File: src/rtl/mem_arbiter_if.sv
// Bundle of requester, memory and status signals shared by the arbiter and its environment.
// The slave modport is the arbiter's view; master is the requester/memory side.
interface mem_arbiter_if #(
   parameter int ADDR_WIDTH = 8,
   parameter int DATA_WIDTH = 16
);
   logic                  if_req;
   logic [ADDR_WIDTH-1:0] if_addr;
   logic                  if_gnt;
   logic                  if_rvalid;
   logic [DATA_WIDTH-1:0] if_rdata;
   logic                  dm_rd;
   logic                  dm_wr;
   logic [ADDR_WIDTH-1:0] dm_addr;
   logic [DATA_WIDTH-1:0] dm_w_data;
   logic                  dm_gnt;
   logic                  dm_rvalid;
   logic [DATA_WIDTH-1:0] dm_rdata;
   logic                  mem_en;
   logic                  mem_we;
   logic [ADDR_WIDTH:0]   mem_addr;
   logic [DATA_WIDTH-1:0] mem_w_data;
   logic [DATA_WIDTH-1:0] mem_r_data;
   logic                  proto_err;

   modport master (
      output if_req, if_addr, dm_rd, dm_wr, dm_addr, dm_w_data, mem_r_data,
      input  if_gnt, if_rvalid, if_rdata, dm_gnt, dm_rvalid, dm_rdata,
             mem_en, mem_we, mem_addr, mem_w_data, proto_err
   );

   modport slave (
      input  if_req, if_addr, dm_rd, dm_wr, dm_addr, dm_w_data, mem_r_data,
      output if_gnt, if_rvalid, if_rdata, dm_gnt, dm_rvalid, dm_rdata,
             mem_en, mem_we, mem_addr, mem_w_data, proto_err
   );
endinterface

File: src/rtl/mem_arbiter.sv
// Two-port arbiter (instruction fetch vs data) onto one single-port memory with
// data-first priority, IF starvation override and a 1-cycle read-return owner tag.
module mem_arbiter #(
   parameter int ADDR_WIDTH = 8,
   parameter int DATA_WIDTH = 16,
   parameter int STARVE_MAX = 3
) (
   input  logic          clk,
   input  logic          rst,
   mem_arbiter_if.slave  bus
);
   localparam int CW = (STARVE_MAX < 1) ? 1 : $clog2(STARVE_MAX + 1);
   localparam logic [CW-1:0] STARVE_LIM = CW'(STARVE_MAX);

   typedef enum logic [1:0] {
      OWN_NONE = 2'd0,
      OWN_IF   = 2'd1,
      OWN_DM   = 2'd2
   } owner_t;

   owner_t                owner_q, owner_d;
   logic [CW-1:0]         starve_q, starve_d;
   logic                  proto_q, proto_d;
   logic                  dm_req, force_if;
   logic                  if_gnt, dm_gnt;
   logic                  mem_en, mem_we;
   logic [ADDR_WIDTH:0]   mem_addr;
   logic [DATA_WIDTH-1:0] mem_w_data;
   logic                  if_rvalid, dm_rvalid;

   always_ff @(posedge clk) begin
      if (rst) begin
         owner_q  <= OWN_NONE;
         starve_q <= '0;
         proto_q  <= 1'b0;
      end else begin
         owner_q  <= owner_d;
         starve_q <= starve_d;
         proto_q  <= proto_d;
      end
   end

   always_comb begin
      owner_d    = OWN_NONE;
      starve_d   = '0;
      proto_d    = proto_q | (bus.dm_rd & bus.dm_wr);
      if_gnt     = 1'b0;
      dm_gnt     = 1'b0;
      mem_en     = 1'b0;
      mem_we     = 1'b0;
      mem_addr   = '0;
      mem_w_data = '0;
      dm_req     = bus.dm_rd | bus.dm_wr;
      force_if   = bus.if_req && (starve_q == STARVE_LIM);

      if (!rst) begin
         // Data wins by default; a saturated starvation count hands the cycle to IF.
         if (bus.if_req && (force_if || !dm_req)) begin
            if_gnt   = 1'b1;
            mem_en   = 1'b1;
            mem_addr = {1'b0, bus.if_addr};
            owner_d  = OWN_IF;
         end else if (dm_req) begin
            dm_gnt     = 1'b1;
            mem_en     = 1'b1;
            mem_we     = bus.dm_wr;
            mem_addr   = {1'b1, bus.dm_addr};
            mem_w_data = bus.dm_w_data;
            owner_d    = bus.dm_wr ? OWN_NONE : OWN_DM;
         end

         if (bus.if_req && !if_gnt) begin
            starve_d = (starve_q == STARVE_LIM) ? starve_q : starve_q + 1'b1;
         end
      end
   end

   // Gating with rst drops a read whose data would return during reset.
   assign if_rvalid = !rst && (owner_q == OWN_IF);
   assign dm_rvalid = !rst && (owner_q == OWN_DM);

   assign bus.if_gnt     = if_gnt;
   assign bus.dm_gnt     = dm_gnt;
   assign bus.mem_en     = mem_en;
   assign bus.mem_we     = mem_we;
   assign bus.mem_addr   = mem_addr;
   assign bus.mem_w_data = mem_w_data;
   assign bus.if_rvalid  = if_rvalid;
   assign bus.dm_rvalid  = dm_rvalid;
   assign bus.if_rdata   = if_rvalid ? bus.mem_r_data : '0;
   assign bus.dm_rdata   = dm_rvalid ? bus.mem_r_data : '0;
   assign bus.proto_err  = proto_q & ~rst;
endmodule

File: src/flat_wrapper.sv
// flat-port wrapper written by rule: the top's interface ports become plain ports
module mem_arbiter_flat 
#(
   parameter int ADDR_WIDTH = 8,
   parameter int DATA_WIDTH = 16,
   parameter int STARVE_MAX = 3
)
  (clk, rst, bus_if_req, bus_if_addr, bus_dm_rd, bus_dm_wr, bus_dm_addr, bus_dm_w_data, bus_mem_r_data, bus_if_gnt, bus_if_rvalid, bus_if_rdata, bus_dm_gnt, bus_dm_rvalid, bus_dm_rdata, bus_mem_en, bus_mem_we, bus_mem_addr, bus_mem_w_data, bus_proto_err);
  mem_arbiter_if #(.ADDR_WIDTH(ADDR_WIDTH), .DATA_WIDTH(DATA_WIDTH)) bus_i ();
  input  logic clk;
  input  logic rst;
  input wire logic [$bits(bus_i.if_req)-1:0] bus_if_req;
  input wire logic [$bits(bus_i.if_addr)-1:0] bus_if_addr;
  input wire logic [$bits(bus_i.dm_rd)-1:0] bus_dm_rd;
  input wire logic [$bits(bus_i.dm_wr)-1:0] bus_dm_wr;
  input wire logic [$bits(bus_i.dm_addr)-1:0] bus_dm_addr;
  input wire logic [$bits(bus_i.dm_w_data)-1:0] bus_dm_w_data;
  input wire logic [$bits(bus_i.mem_r_data)-1:0] bus_mem_r_data;
  output wire logic [$bits(bus_i.if_gnt)-1:0] bus_if_gnt;
  output wire logic [$bits(bus_i.if_rvalid)-1:0] bus_if_rvalid;
  output wire logic [$bits(bus_i.if_rdata)-1:0] bus_if_rdata;
  output wire logic [$bits(bus_i.dm_gnt)-1:0] bus_dm_gnt;
  output wire logic [$bits(bus_i.dm_rvalid)-1:0] bus_dm_rvalid;
  output wire logic [$bits(bus_i.dm_rdata)-1:0] bus_dm_rdata;
  output wire logic [$bits(bus_i.mem_en)-1:0] bus_mem_en;
  output wire logic [$bits(bus_i.mem_we)-1:0] bus_mem_we;
  output wire logic [$bits(bus_i.mem_addr)-1:0] bus_mem_addr;
  output wire logic [$bits(bus_i.mem_w_data)-1:0] bus_mem_w_data;
  output wire logic [$bits(bus_i.proto_err)-1:0] bus_proto_err;
  assign bus_i.if_req = bus_if_req;
  assign bus_i.if_addr = bus_if_addr;
  assign bus_i.dm_rd = bus_dm_rd;
  assign bus_i.dm_wr = bus_dm_wr;
  assign bus_i.dm_addr = bus_dm_addr;
  assign bus_i.dm_w_data = bus_dm_w_data;
  assign bus_i.mem_r_data = bus_mem_r_data;
  assign bus_if_gnt = bus_i.if_gnt;
  assign bus_if_rvalid = bus_i.if_rvalid;
  assign bus_if_rdata = bus_i.if_rdata;
  assign bus_dm_gnt = bus_i.dm_gnt;
  assign bus_dm_rvalid = bus_i.dm_rvalid;
  assign bus_dm_rdata = bus_i.dm_rdata;
  assign bus_mem_en = bus_i.mem_en;
  assign bus_mem_we = bus_i.mem_we;
  assign bus_mem_addr = bus_i.mem_addr;
  assign bus_mem_w_data = bus_i.mem_w_data;
  assign bus_proto_err = bus_i.proto_err;
  mem_arbiter #(.ADDR_WIDTH(ADDR_WIDTH), .DATA_WIDTH(DATA_WIDTH), .STARVE_MAX(STARVE_MAX)) u_core (.clk(clk), .rst(rst), .bus(bus_i));
endmodule
File: config.mk
export PLATFORM = sky130hd
export DESIGN_NAME = mem_arbiter_flat
export DESIGN_NICKNAME = d
export VERILOG_FILES = /design/src/rtl/mem_arbiter_if.sv /design/src/rtl/mem_arbiter.sv /design/src/flat_wrapper.sv
export SDC_FILE = /design/constraint.sdc
export NUM_CORES = 1
export LEC_CHECK = 0
export BUFFER_PORTS_ARGS = -buffer_cell sky130_fd_sc_hd__buf_2
export CAP_MARGIN = 15
export CORE_MARGIN = 10
export CORE_UTILIZATION = 32
export DETAILED_ROUTE_END_ITERATION = 8
export PLACE_DENSITY = 0.8
export SLEW_MARGIN = 20
export SYNTH_ARGS = -nofsm -noshare
export SYNTH_HDL_FRONTEND = slang
export SYNTH_SLANG_ARGS = --single-unit
File: constraint.sdc
create_clock -name clk -period 1.8 [get_ports clk]
set_clock_uncertainty 0.1 [all_clocks]
set_input_delay 0.36 -clock clk [delete_from_list [all_inputs] [get_ports clk]]
set_output_delay 0.36 -clock clk [all_outputs]
set_load 0.01 [all_outputs]
Yosys cells after proc, flatten, opt, wreduce, memory -nomap -nowiden
Cells that the tools add are included.

Flip-flop bits (word level): 5. Input bits: 53. Output and inout port bits: 64. Word-level logic and storage cells: 48.

$add $sub $neg: 1. Equality and inequality tests: 3. Multiplexer cells: 22. Bitwise gates (word level): 7. Reduce and logical (&&, ||, !) cells: 11.

Operators by type and width (number): 16-bit 2-to-1 mux (5); 9-bit 2-to-1 mux (3); 1-bit 2-to-1 mux (13); 1-bit logical AND (5); 2-bit equality test, second input constant (2); 1-bit logical NOT (3); 1-bit NOT (3); 3-bit OR reduction (1); 2-bit by 1-bit adder with 2-bit output, second input constant (1); 1-bit AND (2); 2-bit by 1-bit equality test with 1-bit output, second input constant (1); 2-bit 2-to-1 mux (1); 1-bit bitwise OR (2); 2-bit OR reduction (1); 1-bit logical OR (1).

Depth between registers and ports, before layout
Gate-level depths: netlist of the first run.

Depth after elaboration: 10. Mapped depth: 5.

Worst setup path before layout of the first run
No wires, ideal clock.

Path kind: register -> output. From: register u_core.starve_q[0]. To: output port bus_mem_addr[8]. Arrival: 1232 ps. Data required time: 1340 ps. Setup slack: 108 ps. Cell stages (with the launch flop): 6. Path buffers: 2. Cells stage by stage: dfxtp_1 > ha_1 > o2bb2ai_2 > buf_6 > nor2_1 > buf_4.

Cells in the longest elaborated chain, start to end: 6.

RTL lines: start: declaration (line mem_arbiter.sv:22) `logic [CW-1:0] starve_q, starve_d;`; start signal: assignment (line mem_arbiter.sv:38) `starve_q <= starve_d;`; 2-bit equality test (line mem_arbiter.sv:54) `force_if = bus.if_req && (starve_q == STARVE_LIM);`; 1-bit logical AND (line mem_arbiter.sv:54); 1-bit logical OR (line mem_arbiter.sv:58) `if (bus.if_req && (force_if || !dm_req)) begin`; 1-bit logical AND (line mem_arbiter.sv:58); 9-bit 2-to-1 mux (line mem_arbiter.sv:58); 9-bit 2-to-1 mux (line mem_arbiter.sv:56) `if (!rst) begin`; end: declaration (line flat_wrapper.sv:27) `output wire logic [$bits(bus_i.mem_addr)-1:0] bus_mem_addr;`.

Every way passes these cells.

Worst setup path after layout of the first run
From: register u_core.starve_q[0]. To: output port bus_mem_addr[1].

Same word-level chain as after synthesis.

==> flow_summary.ini, run 1 <==
[critical_path]
cp.required_ns = 1.34
cp-end-kind = output pin
critPathMaxFanout = 8
max_stage_delay_ns = 0.33
critical_path.top_delay_family = flip-flops
cp_cell_sequence = ha_4 -> o2bb2ai_4 -> buf_8 -> o32ai_4 -> buf_2
critPathKind = reg2out
cp.arrival_ns = 1.41
cp_num_buf_inv = 2
cp-start-kind = flip-flop
cp_slowest_cell = dfxtp_2

[cells_and_area]
finalNetCount = 283
num_antenna_cells = 0
area_delta_synth_final_pct = 87.1
multi_input_area_sq_um = 833
drive_gt1_frac = 0.724
n_fill_cell = 262
seq_area_sq_um = 103
final_util = 0.627

[timing]
layout_min_cycle_time_ns = 1.87
finalMaxSlewViolations = 0
final.period_utilization = 1.04
fin_ws_ns = -0.0690
finalHoldViolCount = 0
rsz0062_at_grt = true
finalSetupViolCount = 23
worst_pin_slew_ns = 0.236
slew_headroom = 0.843
fmax_ghz = 0.535

[clocking]
postCtsHoldBufs = 0
cts_root_buffer = clkbuf_4
clkLatencyLatePin_ns = 0.25
cts_buffers = 3
clk_path_buf_depth = 2
h-tree-depth = 1
cts_sinks = 5
clk_pin_slew_ns = 0.04
cts_tree = done

[route]
via_per_inst = 4.71
dr.pass1.iters = 4
ant_nets = 0
wire_per_inst_microns = 16.7
drc = 0
dr.first_iter.drc_count = 38
vias = 1220
drt_wl_total_microns = 4330

[global_route]
grt_pass1_vias = 1210
grt_max_degree = 23
overflow = 0
grt.total_usage = 0.142
antenna_found_initial = 0
grt_pass1_wl_microns = 6290

[logic_synthesis]
synth.top_cell.area_share = 0.230
syn_area_sq_um = 925
yosysUniqueCellTypes = 22
yosys_warnings = 0
ys_ff_latch = 5
synth_top_cell_by_area = nor3b_2
synth_area_leaders = nor3b_2, and2_1, dfxtp_1, buf_6, o32ai_1
syn_nets = 161
synth_seq_area_share = 0.108
syn_inst = 107
synth_area_per_cell_sq_um = 8.64

[die]
die_x_microns = 73.8
core-area_sq_um = 2760
die_h_microns = 73.8
io_pins = 117
die_area_sq_um = 5440
fp-row-count = 19
start_util = 0.335

[placement]
io_buffers = 116
hpwlAfterDp_microns = 3670
place_ws_ns = 0.0575
gp_congestion = 0.755

[power_and_ir_drop]
intPower_mw = 0.356
clkPwrFrac = 0.237
pwr-share-comb = 0.546
netSwitchingPower_mw = 0.201
switching_share = 0.361
pwr_density_cell_nw_per_um2 = 322
leakagePower_nw = 0.961
sequentialPowerShare = 0.217
ir_worst_vdd_v = 0.000228

[run]
cap_violations = 0

[status]
run_status = finished, violations left
violations = setup timing

[min_path]
hold_path_class = in2reg
path summary, 6_finish.rpt:
path                                         start                 end  slack (ns)  cells after the start
worst max-delay path            u_core.starve_q[0]     bus_mem_addr[1]       -0.07                      5
worst min-delay path                     bus_dm_wr   u_core.owner_q[1]        0.33                      2
worst max register to register  u_core.starve_q[0]  u_core.starve_q[1]        0.58                      3
worst min register to register      u_core.proto_q      u_core.proto_q        0.36                      2
registers in the layout (all words and copies together), names as in the netlist:
signal,flops
u_core.proto_q,1
u_core.starve_q,2
u_core.owner_q,2
area by class of cell:
cell class                 count  area share
timing repair buffer         127       0.404
tap                           31      0.0224
inverter                       8      0.0174
sequential                     5      0.0593
multi-input combinational     84       0.482
clock buffer                   4      0.0152
per-layer routing:
layer,share of wire,global-route usage,wire length (microns)
met5,0,0,0
met4,0.0097,0.0414,42
met3,0.14,0.0606,586
met2,0.50,0.268,2180
met1,0.35,0.134,1530
placed cells by master (no fill, tap or decap), types with 4 or more instances in the layout:
cell,count
nand3b_1,7
o32ai_2,5
buf_2,116
nor3b_2,16
nor2_1,4
inv_1,8
and2_1,32
buf_4,7
synth_stat cells:
cell type   n
o21ba_2     1
nand2b_1    2
a21oi_1     1
buf_2       3
nor2b_1     1
ha_1        1
o32ai_1     7
dfxtp_1     5
nor3b_4     2
nand2_1     1
and4b_1     1
and2_1     32
nor2_1      5
buf_4       2
buf_6       6
o32ai_2     1
inv_1       8
a211oi_2    1
o2bb2ai_2   1
nor3b_2    17
nand3b_1    7
nor3_1      2
metrics by stage:
step,hold slack [ns],std cells,instance area (sq um),power (mW),TNS (ns)
after floorplan,0.319,107,925,0.263,0
after global placement,0.327,252,1540,0.385,0
after detailed placement,0.347,252,1540,0.391,0
after CTS,0.316,259,1680,0.548,-0.775
after global routing,0.342,259,1730,0.601,-2.45
final,0.329,259,1730,0.557,-0.828
kinds of logic after synthesis:
| logic type | after synthesis | share of synthesized area |
|---|---|---|
| AO/OA/AOI/OAI | 12 | 0.130 |
| adder cells (fa/ha/maj) | 1 | 0.0135 |
| buffers and inverters | 19 | 0.138 |
| flip-flops | 5 | 0.108 |
| AND/OR/NAND/NOR | 70 | 0.610 |
power groups by stage:
| stage | registers (mW) | logic, mW | clock network (mW) |
|---|---|---|---|
| 2_1_floorplan | 0.121 | 0.142 | 0 |
| 3_3_place_gp | 0.122 | 0.263 | 0 |
| 3_5_place_dp | 0.122 | 0.269 | 0 |
| 4_1_cts | 0.121 | 0.294 | 0.133 |
| 5_1_grt | 0.121 | 0.331 | 0.148 |
| 6_report | 0.121 | 0.304 | 0.132 |
what timing repair did:
action / CTS / global route
pin swaps: 2 / 3
hold endpoints to repair: 0 / 0
setup buffers: 2 / 0
gates cloned: 1 / 0
resized for setup: 15 / 6
endpoints found under the setup margin: 27 / 26
Note: power is estimated with default switching activity, not from simulation.
==> run 2, diff against run 1 <==
--- a/config.mk
+++ b/config.mk
@@ -11,6 +11,7 @@
 export CORE_UTILIZATION = 32
 export DETAILED_ROUTE_END_ITERATION = 8
 export PLACE_DENSITY = 0.8
+export SKIP_CTS_REPAIR_TIMING = 1
 export SLEW_MARGIN = 20
 export SYNTH_ARGS = -nofsm -noshare
 export SYNTH_HDL_FRONTEND = slang
==> flow_summary.ini, run 2 (synthesized netlist as in run 1, its figures left out) <==
[timing]
worst_pin_slew_ns = 0.235
finalHoldViolCount = 0
rsz0062_at_grt = true
hold_ws_ns = 0.314
fin_ws_ns = -0.0653
finalSetupViolCount = 22
final.period_utilization = 1.04
finalMaxSlewViolations = 0
fmax_ghz = 0.536
layout_min_cycle_time_ns = 1.87
slew_headroom = 0.843

[placement]
io_buffers = 116
place_ws_ns = 0.0575
hpwlAfterDp_microns = 3670
gp_congestion = 0.755
dpl_cell_area_sq_um = 1540

[critical_path]
rrSetupSlack_ns = 0.62
cp.required_ns = 1.34
cp_slowest_cell = dfxtp_2
r2r_cells = 3
r2r-start = u_core.starve_q[0]
critPathMaxFanout = 8
max_stage_delay_ns = 0.33
cp-start-kind = flip-flop
critPathKind = reg2out
cp-end-kind = output pin
cp_cell_sequence = ha_4 -> o2bb2ai_2 -> buf_6 -> o32ai_2 -> buf_2
regToRegEndpoint = u_core.starve_q[1]
cp.arrival_ns = 1.41

[route]
dr.first_iter.drc_count = 45
drc = 0
dr.pass1.iters = 4
vias = 1229
drt_wl_total_microns = 4330
via_per_inst = 4.75
ant_nets = 0
wire_per_inst_microns = 16.7

[cells_and_area]
layout_common_cells = buf_2, and2_1, nor3b_2
final_common_cell = buf_2
drive_gt1_frac = 0.724
num_antenna_cells = 0
area_delta_synth_final_pct = 81.7
reg_top3 = u_core.owner_q (2), u_core.starve_q (2), u_core.proto_q (1)
seq_area_sq_um = 103
final_util = 0.609
finalNetCount = 283
n_fill_cell = 272
multi_input_area_sq_um = 787
post-route-cell-area_sq_um = 1680

[die]
die_x_microns = 73.8
core-area_sq_um = 2760
die_area_sq_um = 5440
fp-row-count = 19
start_util = 0.335
die_h_microns = 73.8
io_pins = 117

[global_route]
grt.total_usage = 0.135
grt_pass1_vias = 1172
antenna_found_initial = 0
grt_pass1_wl_microns = 6020
grt_max_degree = 23
overflow = 0

[clocking]
h-tree-depth = 1
clk_path_buf_depth = 2
cts_root_buffer = clkbuf_4
cts_tree = done
cts_sinks = 5
clk_pin_slew_ns = 0.05
cts_buffers = 3
clkLatencyLatePin_ns = 0.24

[power_and_ir_drop]
intPower_mw = 0.349
pwr_density_cell_nw_per_um2 = 323
ir_worst_vdd_v = 0.000240
clkPwrFrac = 0.242
p_total_mw = 0.543
pwr-share-comb = 0.535
sequentialPowerShare = 0.222
netSwitchingPower_mw = 0.194
leakagePower_nw = 0.954
switching_share = 0.358

[min_path]
hold_path_class = in2reg
hold_end = u_core.owner_q[1]
hold_start = bus_dm_wr
worstHoldPathCells = 2

[status]
violations = setup timing
run_status = finished, violations left

[run]
cap_violations = 0
[run 2: cell count changes in the layout (fill, tap and decap cells not counted)]
cell	delta
o2bb2ai_4	-1
o2bb2ai_2	+1
buf_8	-1
buf_6	+1
o32ai_2	+3
o32ai_4	-3
[run 2: how the worst max path moves through the flow]
stage                     cells past startpoint  slack (ns)         endpoint          startpoint
after global placement                        4        0.09  bus_mem_addr[7]  u_core.starve_q[0]
after global routing                          5       -0.15  bus_mem_addr[1]  u_core.starve_q[0]
final                                         5       -0.07  bus_mem_addr[1]  u_core.starve_q[0]
after detailed placement                      4        0.06  bus_mem_addr[7]  u_core.starve_q[0]
after CTS                                     4       -0.21  bus_mem_addr[7]  u_core.starve_q[0]
after floorplan                               5        0.11  bus_mem_addr[8]  u_core.starve_q[0]
[run 2: metrics by stage]
step / cells / setup TNS, ns
global route: 259 / -2.47
CTS: 256 / -3.68
global placement: 252 / 0
finish: 259 / -0.748
detailed placement: 252 / 0
floorplan: 107 / 0
[run 2: metal layers]
metal | global-route usage | up-vias | part of all wire
met1 | 0.129 | 533 | 0.34
met3 | 0.0565 | 7 | 0.14
li1 | - | 611 | -
met2 | 0.251 | 78 | 0.51
met4 | 0.0476 | 0 | 0.013
met5 | 0 | - | 0
[run 2: critical path, delay by kind of cell, from the launching register on]
kind / cells / cell delay [ns]
flops: 1 / 0.33
fa+ha+maj: 1 / 0.17
buf+inv: 2 / 0.33
compound gates: 2 / 0.33
[run 2: cell type report]
cell class / instances / share of cell area
multi-input combinational: 84 / 0.468
timing repair buffer: 127 / 0.414
sequential: 5 / 0.0611
tap: 31 / 0.0231
inverter: 8 / 0.0179
clock buffer: 4 / 0.0156
[run 2: power groups by stage]
stage / Combinational (mW) / Clock [mW] / Sequential, mW
3_3_place_gp: 0.263 / 0 / 0.122
5_1_grt: 0.318 / 0.149 / 0.121
4_1_cts: 0.269 / 0.133 / 0.120
2_1_floorplan: 0.142 / 0 / 0.121
3_5_place_dp: 0.269 / 0 / 0.122
6_report: 0.291 / 0.132 / 0.121
==> run 3, diff against run 2 <==
--- a/config.mk
+++ b/config.mk
@@ -7,7 +7,7 @@
 export LEC_CHECK = 0
 export BUFFER_PORTS_ARGS = -buffer_cell sky130_fd_sc_hd__buf_2
 export CAP_MARGIN = 15
-export CORE_MARGIN = 10
+export CORE_MARGIN = 3
 export CORE_UTILIZATION = 32
 export DETAILED_ROUTE_END_ITERATION = 8
 export PLACE_DENSITY = 0.8
==> flow_summary.ini, run 3 (synthesized netlist as in run 1, its figures left out) <==
[die]
core-area_sq_um = 2610
io_pins = 117
die_x_microns = 59.8
fp-row-count = 18
die_area_sq_um = 3570
start_util = 0.354
die_h_microns = 59.8

[power_and_ir_drop]
leakagePower_nw = 0.963
ir_worst_vdd_v = 0.000327
pwr_density_cell_nw_per_um2 = 318

[cells_and_area]
drive_gt1_frac = 0.709
n_fill_cell = 218
layout_common_cells = buf_2, and2_1, nor3b_2
area_delta_synth_final_pct = 84.2
reg_top3 = u_core.owner_q (2), u_core.starve_q (2), u_core.proto_q (1)
final_common_cell = buf_2
finalNetCount = 282
post-route-cell-area_sq_um = 1700
final_util = 0.652
num_antenna_cells = 0
fin_cells = 257

[status]
violations = setup timing
run_status = finished, violations left

[global_route]
grt_max_degree = 41
grt.total_usage = 0.165
grt_pass1_wl_microns = 4570
antenna_found_initial = 0
overflow = 0
grt_pass1_vias = 1053

[critical_path]
critPathKind = reg2out
cp-start-kind = flip-flop
cp-end-kind = output pin
worstSetupStartpoint = u_core.starve_q[0]
cp.arrival_ns = 1.42
r2r-start = u_core.starve_q[0]
cp.required_ns = 1.34
critPathMaxFanout = 7

[timing]
finalSetupViolCount = 26
layout_min_cycle_time_ns = 1.88
finalMaxSlewViolations = 0
slew_headroom = 0.830
fmax_ghz = 0.533
rsz0062_at_grt = true
worst_pin_slew_ns = 0.255
final.period_utilization = 1.04
finalHoldViolCount = 0
fin_ws_ns = -0.0779

[route]
via_per_inst = 4.72
wire_per_inst_microns = 13.4
dr.first_iter.drc_count = 38
drt_wl_total_microns = 3430
drc = 0
vias = 1214
dr.pass1.iters = 4
ant_nets = 0

[clocking]
cts_sinks = 5
cts_root_buffer = clkbuf_4
cts_buffers = 3
clkLatencyLatePin_ns = 0.24
clk_pin_slew_ns = 0.04
clk_path_buf_depth = 2
cts_tree = done
h-tree-depth = 1

[min_path]
hold_start = bus_dm_wr
hold_path_class = in2reg

[placement]
dpl_cell_area_sq_um = 1530
gp_congestion = 0.734
dp_cells = 248
io_buffers = 116
hpwlAfterDp_microns = 2720

[run]
cap_violations = 0
-- run 3: changes by cell type in the layout (fill, tap and decap cells not counted), moves of 2 or more --
cell | previous run | this run
o32ai_2 | 8 | 4
buf_6 | 2 | 0
clkbuf_16 | 0 | 2
o32ai_1 | 0 | 3
-- run 3: path summary, 6_finish.rpt --
check / to / cells past startpoint / slack (ns)
hold reg to reg: u_core.proto_q / 2 / 0.37
hold / removal: u_core.owner_q[1] / 2 / 0.32
setup / recovery: bus_mem_addr[3] / 5 / -0.08
setup reg to reg: u_core.starve_q[1] / 3 / 0.61
-- run 3: stage by stage --
stage | hold slack, ns | TNS, ns | worst slack [ns] | total power [mW]
2_1_floorplan | 0.319 | 0 | 0.108 | 0.263
3_3_place_gp | 0.324 | 0 | 0.0759 | 0.379
3_5_place_dp | 0.335 | 0 | 0.0669 | 0.384
4_1_cts | 0.275 | -3.30 | -0.203 | 0.516
5_1_grt | 0.339 | -3.00 | -0.140 | 0.586
6_report | 0.319 | -1.20 | -0.0779 | 0.541
-- run 3: routing by layer --
layer	track usage	up-vias	wire (microns)
met5	0	-	0
met4	0.0443	0	19
li1	-	608	-
met1	0.163	527	1120
met3	0.0410	2	395
met2	0.332	77	1890
-- run 3: cell type report --
| cell class | count | area, sq um | area share |
|---|---|---|---|
| clock buffers | 4 | 26.3 | 0.0154 |
| inverters | 8 | 30.0 | 0.0176 |
| multi-input cells | 83 | 769 | 0.452 |
| flip-flops and latches | 5 | 104 | 0.0610 |
| well taps | 30 | 37.5 | 0.0220 |
| repair buffers | 127 | 736 | 0.432 |
-- run 3: worst max-delay path, cell delays in order (launching register included) --
cell and delay, ns:
dfxtp_2 0.32, ha_4 0.17, o2bb2ai_4 0.16, buf_12 0.16, o32ai_1 0.20, buf_2 0.17
-- run 3: where the power goes --
group | switching, mW | internal [mW] | leakage (nW)
logic | 0.139 | 0.155 | 0.905
registers | 0.00415 | 0.117 | 0.0424
clock network | 0.0426 | 0.0836 | 0.0150
total | 0.186 | 0.355 | 0.963
